==> config.mk <==
export PLATFORM = sky130hd
export DESIGN_NAME = spike_aer_encoder_flat
export DESIGN_NICKNAME = d
export VERILOG_FILES = /design/src/rtl/spike_aer_encoder_pkg.sv /design/src/rtl/spike_aer_encoder_if.sv /design/src/rtl/spike_aer_encoder_fifo.sv /design/src/rtl/spike_aer_encoder.sv /design/src/flat_wrapper.sv
export SDC_FILE = /design/constraint.sdc
export NUM_CORES = 1
export LEC_CHECK = 0
export BUFFER_PORTS_ARGS = -buffer_cell sky130_fd_sc_hd__buf_2
export CAP_MARGIN = 5
export CORE_UTILIZATION = 37
export CTS_BUF_LIST = sky130_fd_sc_hd__clkbuf_2 sky130_fd_sc_hd__clkbuf_4 sky130_fd_sc_hd__clkbuf_8
export DETAILED_ROUTE_END_ITERATION = 12
export PLACE_DENSITY_LB_ADDON = 0.3
export SYNTH_ARGS = -nofsm -noshare
export SYNTH_HDL_FRONTEND = slang
export SYNTH_HIERARCHICAL = 1
export SYNTH_SLANG_ARGS = --single-unit
==> constraint.sdc <==
create_clock -name clk -period 9.7 [get_ports clk]
set_input_delay 1.94 -clock clk [delete_from_list [all_inputs] [get_ports clk]]
set_output_delay 1.94 -clock clk [all_outputs]
set_load 0.05 [all_outputs]
==> src/rtl/spike_aer_encoder_pkg.sv <==
// Shared definitions for the AER spike word: type codes, field widths and the word packer.
package spike_pkg;

    localparam int SPK_ADDR_W = 10;
    localparam int SPK_WORD_W = SPK_ADDR_W + 2;

    typedef enum logic [1:0] {
        SPK_TYPE_NONE = 2'b00,
        SPK_TYPE_POS  = 2'b01,
        SPK_TYPE_NEG  = 2'b10
    } spk_type_e;

    function automatic logic [SPK_WORD_W-1:0] spk_pack(input spk_type_e  t,
                                                       input logic [SPK_ADDR_W-1:0] a);
        return {t, a};
    endfunction

endpackage

==> src/rtl/spike_aer_encoder_if.sv <==
// Valid/ready spike word channel from the encoder to the broadcast fabric.
interface spike_aer_if
    import spike_pkg::*;
#(
    parameter int WORD_W = SPK_WORD_W
);
    logic [WORD_W-1:0] spikeo;
    logic              spikeo_valid;
    logic              spikeo_ready;

    modport master (output spikeo, output spikeo_valid, input  spikeo_ready);
    modport slave  (input  spikeo, input  spikeo_valid, output spikeo_ready);
endinterface

==> src/rtl/spike_aer_encoder_fifo.sv <==
// Show-ahead synchronous FIFO; a push into a full FIFO is accepted only alongside a pop.
module spike_fifo #(
    parameter int WIDTH = 12,
    parameter int DEPTH = 8
) (
    input  logic                     clk,
    input  logic                     reset,
    input  logic                     i_push,
    input  logic [WIDTH-1:0]         i_data,
    input  logic                     i_pop,
    output logic [WIDTH-1:0]         o_data,
    output logic                     o_full,
    output logic                     o_empty,
    output logic [$clog2(DEPTH):0]   o_count
);
    localparam int PTR_W = $clog2(DEPTH);

    logic [WIDTH-1:0] r_mem [DEPTH];
    logic [PTR_W-1:0] r_wr_ptr;
    logic [PTR_W-1:0] r_rd_ptr;
    logic [PTR_W:0]   r_count;

    logic w_do_push;
    logic w_do_pop;

    assign o_full    = (r_count == (PTR_W+1)'(DEPTH));
    assign o_empty   = (r_count == '0);
    assign o_count   = r_count;
    assign o_data    = r_mem[r_rd_ptr];
    assign w_do_pop  = i_pop && !o_empty;
    assign w_do_push = i_push && (!o_full || w_do_pop);

    // NOTE: the storage array is deliberately not reset; the pointers and count alone say which entries are valid.
    always_ff @(posedge clk) begin
        if (w_do_push) r_mem[r_wr_ptr] <= i_data;
    end

    // NOTE: sequential state uses non-blocking '<=' so every register updates from pre-edge values.
    always_ff @(posedge clk or posedge reset) begin
        if (reset) begin
            r_wr_ptr <= '0;
            r_rd_ptr <= '0;
            r_count  <= '0;
        end else begin
            if (w_do_push) r_wr_ptr <= r_wr_ptr + PTR_W'(1);
            if (w_do_pop)  r_rd_ptr <= r_rd_ptr + PTR_W'(1);
            case ({w_do_push, w_do_pop})
                2'b10:   r_count <= r_count + (PTR_W+1)'(1);
                2'b01:   r_count <= r_count - (PTR_W+1)'(1);
                default: r_count <= r_count;
            endcase
        end
    end

endmodule

==> src/rtl/spike_aer_encoder.sv <==
// Captures per-neuron spike pulses, arbitrates them round-robin and queues AER words downstream.
module spike_aer_encoder
    import spike_pkg::*;
#(
    parameter int          NUM_NEURONS = 16,
    parameter int          ADDR_W      = SPK_ADDR_W,
    parameter int unsigned BASE_ADDR   = 0,
    parameter int          FIFO_DEPTH  = 8
) (
    input  logic                        clk,
    input  logic                        reset,
    input  logic                        en,
    input  logic [NUM_NEURONS-1:0]      spike_req,
    input  logic [NUM_NEURONS-1:0]      spike_sign,
    spike_aer_if.master                 aer,
    output logic                        pending_any,
    output logic [$clog2(FIFO_DEPTH):0] fifo_count,
    output logic [15:0]                 drop_cnt
);
    localparam int IDX_W  = $clog2(NUM_NEURONS);
    localparam int WORD_W = ADDR_W + 2;

    logic [NUM_NEURONS-1:0] r_pending;
    logic [NUM_NEURONS-1:0] r_sign;
    logic [IDX_W-1:0]       r_rr_ptr;
    logic [15:0]            r_drop_cnt;

    logic                   w_found;
    logic                   w_grant;
    logic                   w_pop;
    logic                   w_full;
    logic                   w_empty;
    logic [IDX_W-1:0]       w_grant_idx;
    logic [NUM_NEURONS-1:0] w_grant_mask;
    logic [NUM_NEURONS-1:0] w_set;
    logic [NUM_NEURONS-1:0] w_merge;
    logic [NUM_NEURONS-1:0] w_load;
    logic [6:0]             w_merge_cnt;
    logic [16:0]            w_drop_sum;
    spk_type_e              w_type;
    logic [ADDR_W-1:0]      w_addr;
    logic [WORD_W-1:0]      w_push_word;
    logic [WORD_W-1:0]      w_head;

    // NOTE: combinational logic uses blocking '=' and assigns every output first, so no latch is inferred.
    always_comb begin : arbiter
        int j;
        w_found     = 1'b0;
        w_grant_idx = '0;
        j           = 0;
        for (int k = 0; k < NUM_NEURONS; k++) begin
            j = int'(r_rr_ptr) + k;
            if (j >= NUM_NEURONS) j = j - NUM_NEURONS;
            if (!w_found && r_pending[j]) begin
                w_found     = 1'b1;
                w_grant_idx = IDX_W'(j);
            end
        end
    end

    assign w_pop        = !w_empty && aer.spikeo_ready;
    assign w_grant      = w_found && (!w_full || w_pop);
    assign w_grant_mask = w_grant ? (NUM_NEURONS'(1) << w_grant_idx) : '0;

    // A request on a bit still pending after this cycle's grant is merged; all others load a fresh sign.
    assign w_set       = en ? spike_req : '0;
    assign w_merge     = w_set & r_pending & ~w_grant_mask;
    assign w_load      = w_set & ~w_merge;
    assign w_merge_cnt = 7'($countones(w_merge));
    assign w_drop_sum  = {1'b0, r_drop_cnt} + {10'd0, w_merge_cnt};

    assign w_type      = r_sign[w_grant_idx] ? SPK_TYPE_NEG : SPK_TYPE_POS;
    assign w_addr      = ADDR_W'(BASE_ADDR) + ADDR_W'(w_grant_idx);
    assign w_push_word = spk_pack(w_type, w_addr);

    always_ff @(posedge clk or posedge reset) begin
        if (reset) begin
            r_pending  <= '0;
            r_sign     <= '0;
            r_rr_ptr   <= '0;
            r_drop_cnt <= '0;
        end else begin
            r_pending  <= (r_pending & ~w_grant_mask) | w_set;
            r_sign     <= (r_sign & ~w_load) | (spike_sign & w_load);
            if (w_grant) begin
                r_rr_ptr <= (int'(w_grant_idx) == NUM_NEURONS - 1) ? '0 : w_grant_idx + IDX_W'(1);
            end
            r_drop_cnt <= w_drop_sum[16] ? 16'hFFFF : w_drop_sum[15:0];
        end
    end

    spike_fifo #(
        .WIDTH (WORD_W),
        .DEPTH (FIFO_DEPTH)
    ) u_fifo (
        .clk     (clk),
        .reset   (reset),
        .i_push  (w_grant),
        .i_data  (w_push_word),
        .i_pop   (w_pop),
        .o_data  (w_head),
        .o_full  (w_full),
        .o_empty (w_empty),
        .o_count (fifo_count)
    );

    assign aer.spikeo_valid = !w_empty;
    assign aer.spikeo       = w_empty ? '0 : w_head;
    assign pending_any      = |r_pending;
    assign drop_cnt         = r_drop_cnt;

endmodule

==> src/flat_wrapper.sv <==
// flat-port wrapper written by rule: the top's interface ports become plain ports
module spike_aer_encoder_flat import spike_pkg::*;
#(
    parameter int          NUM_NEURONS = 16,
    parameter int          ADDR_W      = SPK_ADDR_W,
    parameter int unsigned BASE_ADDR   = 0,
    parameter int          FIFO_DEPTH  = 8
)
  (clk, reset, en, spike_req, spike_sign, pending_any, fifo_count, drop_cnt, aer_spikeo, aer_spikeo_valid, aer_spikeo_ready);
  spike_aer_if #(.WORD_W(12)) aer_i ();
  input  logic clk;
  input  logic reset;
  input  logic en;
  input  logic [NUM_NEURONS-1:0] spike_req;
  input  logic [NUM_NEURONS-1:0] spike_sign;
  output logic pending_any;
  output logic [$clog2(FIFO_DEPTH):0] fifo_count;
  output logic [15:0] drop_cnt;
  output wire logic [$bits(aer_i.spikeo)-1:0] aer_spikeo;
  output wire logic [$bits(aer_i.spikeo_valid)-1:0] aer_spikeo_valid;
  input wire logic [$bits(aer_i.spikeo_ready)-1:0] aer_spikeo_ready;
  assign aer_spikeo = aer_i.spikeo;
  assign aer_spikeo_valid = aer_i.spikeo_valid;
  assign aer_i.spikeo_ready = aer_spikeo_ready;
  spike_aer_encoder #(.NUM_NEURONS(NUM_NEURONS), .ADDR_W(ADDR_W), .BASE_ADDR(BASE_ADDR), .FIFO_DEPTH(FIFO_DEPTH)) u_core (.clk(clk), .reset(reset), .en(en), .spike_req(spike_req), .spike_sign(spike_sign), .aer(aer_i), .pending_any(pending_any), .fifo_count(fifo_count), .drop_cnt(drop_cnt));
endmodule
==> run metrics, run 1 <==
Slew HR 0.529; Post-synth EDFFs 96; initial antenna violation count 2; drt total wl 25800 um; CP max FO 25; clock buffer depth 2; Syn Area/Cell 12.0 um^2; Crit. End Element flip-flop; # H-tree levels 4; total negative slack 0 ns; synth warn 6; post-synth top area cell edfxtp_1; Final period util 0.931; Post-CTS Setup Bufs 0; library cells used by synthesis 85; Die W 168 um; via count of the routed design 7365; Final min period 9.04 ns; most numerous cell on the critical path fa_1; Port Buf Inserts 69; Synth area leaders edfxtp_1 (28%), dfrtp_1 (15%), mux4_2 (8.8%); Slew @ Worst Pin 0.707 ns; Remaining DRCs 0; Clock Sinks 158; Final nets 1053; CTS root buf clkbuf_8; Critical Path Start Type flip-flop; CTS tree done; Placer Congestion 0.995; clk_skew 0.0227 ns; worst hold path class reg2reg; FP Rows 60; layout overhead on the synthesized area 13.9%; Die ar. 28200 um^2; worst skew pair latency 0.46 ns; largest net degree at the start of global routing 53; post-cts resize count 0; share of layout cells above drive strength 1 0.261; ys flop type edfxtp_1; Max Clk Rate 0.111 GHz; unrepaired setup endpoints after global routing no; die height 168 um; CP max stage delay 0.60 ns; total core area 27000 um^2; Post-DP HPWL 19200 um; Antenna Nets Post-Route 0; Slew Limit Fails 0; Seq/Total Area, Yosys 0.435; Top-Level Pins 70; max-cap check violation count 0; status finished, final reports clean; vias in the first global route 7287; total global routing overflow 0; # hold bufs at CTS 0; CP max stage cell mux4_2; drt wl/cell 19.3 um; Synth Cell Area 10200 um^2; Cells after Synth 851; # setup viols final 0; Final Hold Vio Count 0; first-pass GRT wire length 41100 um; Global Route Usage Sum 0.189; WP data required 10.03 ns; Starting Density 0.378; drt pass-1 iters 8; share of the synthesized area in the top cell type 0.283; Arrival @ worst endpoint 9.37 ns; Iter 0 DRT Violations 644; critical path class reg2reg; flops & latches, synth 158; Clock transition at path regs 0.10 ns; total CTS buffers 17; via/cell ratio 5.52; post-synthesis async set-or-reset flop share 0.392
-- per-stage QoR --
| step | cells | util | area (um^2) | worst slack (ns) | hold WS, ns |
|---|---|---|---|---|---|
| after floorplan | 898 | - | 10400 | 0.0278 | 0.449 |
| after detailed placement | 1301 | 0.415 | 11200 | 0.400 | 0.477 |
| after global routing | 1333 | 0.430 | 11600 | 0.155 | 0.529 |
| after global placement | 1301 | 0.415 | 11200 | 0.462 | 0.468 |
| final | 1334 | 0.431 | 11600 | 0.665 | 0.502 |
| after CTS | 1333 | 0.430 | 11600 | 0.403 | 0.504 |
-- synth_stat cells (14+ instances only) --
master	count
edfxtp_1	96
nand2_1	92
dfrtp_1	62
nor2_1	43
mux4_2	40
inv_1	39
mux2_2	38
mux2i_1	33
a21oi_1	32
nand3_1	32
ha_1	25
nor2b_1	21
o21ai_0	17
xnor2_1	17
clkbuf_1	16
nor3_1	16
mux4_1	14
-- worst max-delay path, delay by kind of cell, from the launching register on --
kind,cells,cell delay (ns)
adders and majority gates,7,3.11
muxes,3,1.26
and+or+nand+nor,7,1.66
DFF,1,0.36
buffers and inverters,6,0.90
AOI/OAI and AO/OA,8,1.60
-- layer usage --
metal	vias to the layer above	wire, um	global-route usage
met2	273	12100	0.302
li1	3419	-	-
met1	3624	11300	0.256
met3	49	1640	0.0390
met4	0	753	0.0686
met5	-	0	0
-- cells by family after synthesis --
logic type / after synthesis / synth area share
AO/OA/AOI/OAI: 137 / 0.0999
XOR/XNOR: 27 / 0.0232
adder cells (fa/ha/maj): 38 / 0.0563
buffers and inverters: 82 / 0.0383
flip-flops: 158 / 0.435
multiplexers: 137 / 0.213
other: 1 / 0.000368
AND/OR/NAND/NOR: 271 / 0.133
-- final timing paths --
check	cells past startpoint	slack, ns	startpoint	endpoint
max	31	0.66	u_core/r_rr_ptr[0]$_DFFE_PP0P_	u_core/drop_cnt[4]$_DFF_PP0_
min in group asynchronous	2	1.48	reset	u_core/u_fifo/r_wr_ptr[1]$_DFFE_PP0P_
min	1	0.50	flip-flop	flip-flop
max reg2reg	31	0.66	u_core/r_rr_ptr[0]$_DFFE_PP0P_	u_core/drop_cnt[4]$_DFF_PP0_
max in group asynchronous	3	7.50	reset	u_core/r_rr_ptr[2]$_DFFE_PP0P_
min reg2reg	1	0.50	flip-flop	flip-flop
-- layout by cell type (no fill, tap or decap), types with 5 or more instances in the layout --
cell type and count:
a211o_1 5, conb_1 48, nand2b_1 10, nor3_1 14, ha_1 25, dfrtp_1 61
o21ai_0 17, or3_1 5, mux2_1 10, inv_1 38, mux4_2 40, a21o_1 6
clkbuf_8 17, o22ai_1 5, fa_1 13, nand3_1 31, a22oi_1 7, or2_2 8
nand4_1 9, a31oi_1 5, buf_2 69, mux2i_1 33, xor2_1 10, a211oi_1 8
a21oi_1 31, and2_1 8, edfxtp_1 96, clkinv_8 6, and3_1 9, mux4_1 14
nand2_1 92, xnor2_1 17, buf_4 33, nor2b_1 21, nor2_1 43, mux2_2 38
-- final cells by class --
cell class,count,area (um^2)
Fill cell,2531,15300
Timing Repair Buffer,102,593
Multi-Input combinational cell,658,5560
Sequential cell,158,4440
Antenna cell,1,2.50
Tap cell,341,427
Inverter,42,163
Clock buffer,17,234
Clock inverter,15,186
Power of run 1 is left out: the tool's default activity adds up to more than one toggle a clock period on the data nets, which glitch-free logic cannot reach.
==> run 2: changes to the inputs <==
clock period = 11.2 ns   (was 9.7 ns; I/O delays follow)
==> run metrics, run 2 (synthesis gave the netlist of run 1 again) <==
FP Rows 60; Clock Sinks 158; total global routing overflow 0; met3 routed WL 1630 um; Final min period 10.08 ns; post-cts resize count 0; Iter 0 DRT Violations 547; most common cell after layout, fill and taps aside edfxtp_1; critical path class reg2reg; # H-tree levels 4; Final nets 1038; Antenna Nets Post-Route 0; Starting Density 0.378; initial antenna violation count 1; worst hold path class reg2reg; Die W 168 um; clock buffer depth 2; drt pass-1 iters 5; crit path from u_core/r_rr_ptr[2]$_DFFE_PP0P_; via count of the routed design 7233; Placer Congestion 0.909; WHS Path Cells 1; Top-Level Pins 70; Critical Path Start Type flip-flop; crit-path leading delay family adder cells; CTS root buf clkbuf_8; Final period util 0.900; vias in the first global route 7055; total core area 27000 um^2; Post-CTS Setup Bufs 0; drt total wl 25900 um; drt wl/cell 19.6 um; largest net degree at the start of global routing 53; Max Clk Rate 0.0992 GHz; Crit path buffers/inverters 4; CTS tree done; # hold bufs at CTS 0; most frequent cells in the layout edfxtp_1 (96), nand2_1 (92), buf_2 (69); total negative slack 0 ns; stages on the worst setup path 30; Final Hold Vio Count 0; Global Route Usage Sum 0.187; max-cap check violation count 0; WP data required 11.50 ns; Slew @ Worst Pin 1.16 ns; Slew HR 0.225; Arrival @ worst endpoint 10.39 ns; Die ar. 28200 um^2; Remaining DRCs 0; share of layout cells above drive strength 1 0.248; CP max stage delay 0.84 ns; most numerous cell on the critical path fa_1; unrepaired setup endpoints after global routing no; clk_skew 0.0249 ns; via/cell ratio 5.48; # setup viols final 0; die height 168 um; layout overhead on the synthesized area 12.8%; routed wl met2 12000 um; Crit. End Element flip-flop; status finished, final reports clean; CP max stage cell dfrtp_1; max layer used met4; first-pass GRT wire length 40400 um; Port Buf Inserts 69; reg2reg path depth 30; reg2reg end u_core/drop_cnt[4]$_DFF_PP0_; worst skew pair latency 0.45 ns; CP max FO 22; r2r startpoint u_core/r_rr_ptr[2]$_DFFE_PP0P_; flop-to-flop setup slack 1.12 ns; Clock transition at path regs 0.10 ns; Post-DP HPWL 18600 um; M1 WL 11800 um; total CTS buffers 17; Slew Limit Fails 0
## run 2: area by class of cell
class / count / area, um^2
tap: 341 / 427
inverter: 42 / 163
multi-input combinational: 658 / 5550
timing repair buffer: 87 / 480
clock inverter: 15 / 198
fill: 2478 / 15500
antenna: 2 / 5.00
sequential: 158 / 4430
clock buffer: 17 / 234
## run 2: how the worst max path moves through the flow
stage	endpoint	slack, ns
global route	u_core/drop_cnt[4]$_DFF_PP0_	0.45
floorplan	u_core/drop_cnt[13]$_DFF_PP0_	1.22
finish	u_core/drop_cnt[4]$_DFF_PP0_	1.12
CTS	u_core/drop_cnt[4]$_DFF_PP0_	1.23
global placement	u_core/drop_cnt[4]$_DFF_PP0_	1.39
detailed placement	u_core/drop_cnt[4]$_DFF_PP0_	1.25
## run 2: worst reg2reg max path, delay by kind of cell, from the launching register on
family          cells  cell delay [ns]
simple gates        7             1.93
mux                 3             0.78
fa+ha+maj           8             3.82
flops               1             0.84
buf+inv             4             0.43
compound gates      8             2.15
## run 2: stage by stage
stage | instances | worst slack, ns | utilization | hold slack, ns | instance area (um^2)
after floorplan | 898 | 1.22 | - | 0.449 | 10400
after global placement | 1286 | 1.39 | 0.410 | 0.474 | 11100
after detailed placement | 1286 | 1.25 | 0.410 | 0.479 | 11100
after CTS | 1318 | 1.23 | 0.426 | 0.502 | 11500
after global routing | 1318 | 0.452 | 0.426 | 0.509 | 11500
final | 1320 | 1.12 | 0.426 | 0.496 | 11500
## run 2: metal layers
layer	vias up	GRT usage
met4	0	0.0495
li1	3393	-
met1	3558	0.262
met5	-	0
met3	31	0.0371
met2	251	0.296
Power of run 2 is left out for the same reason.
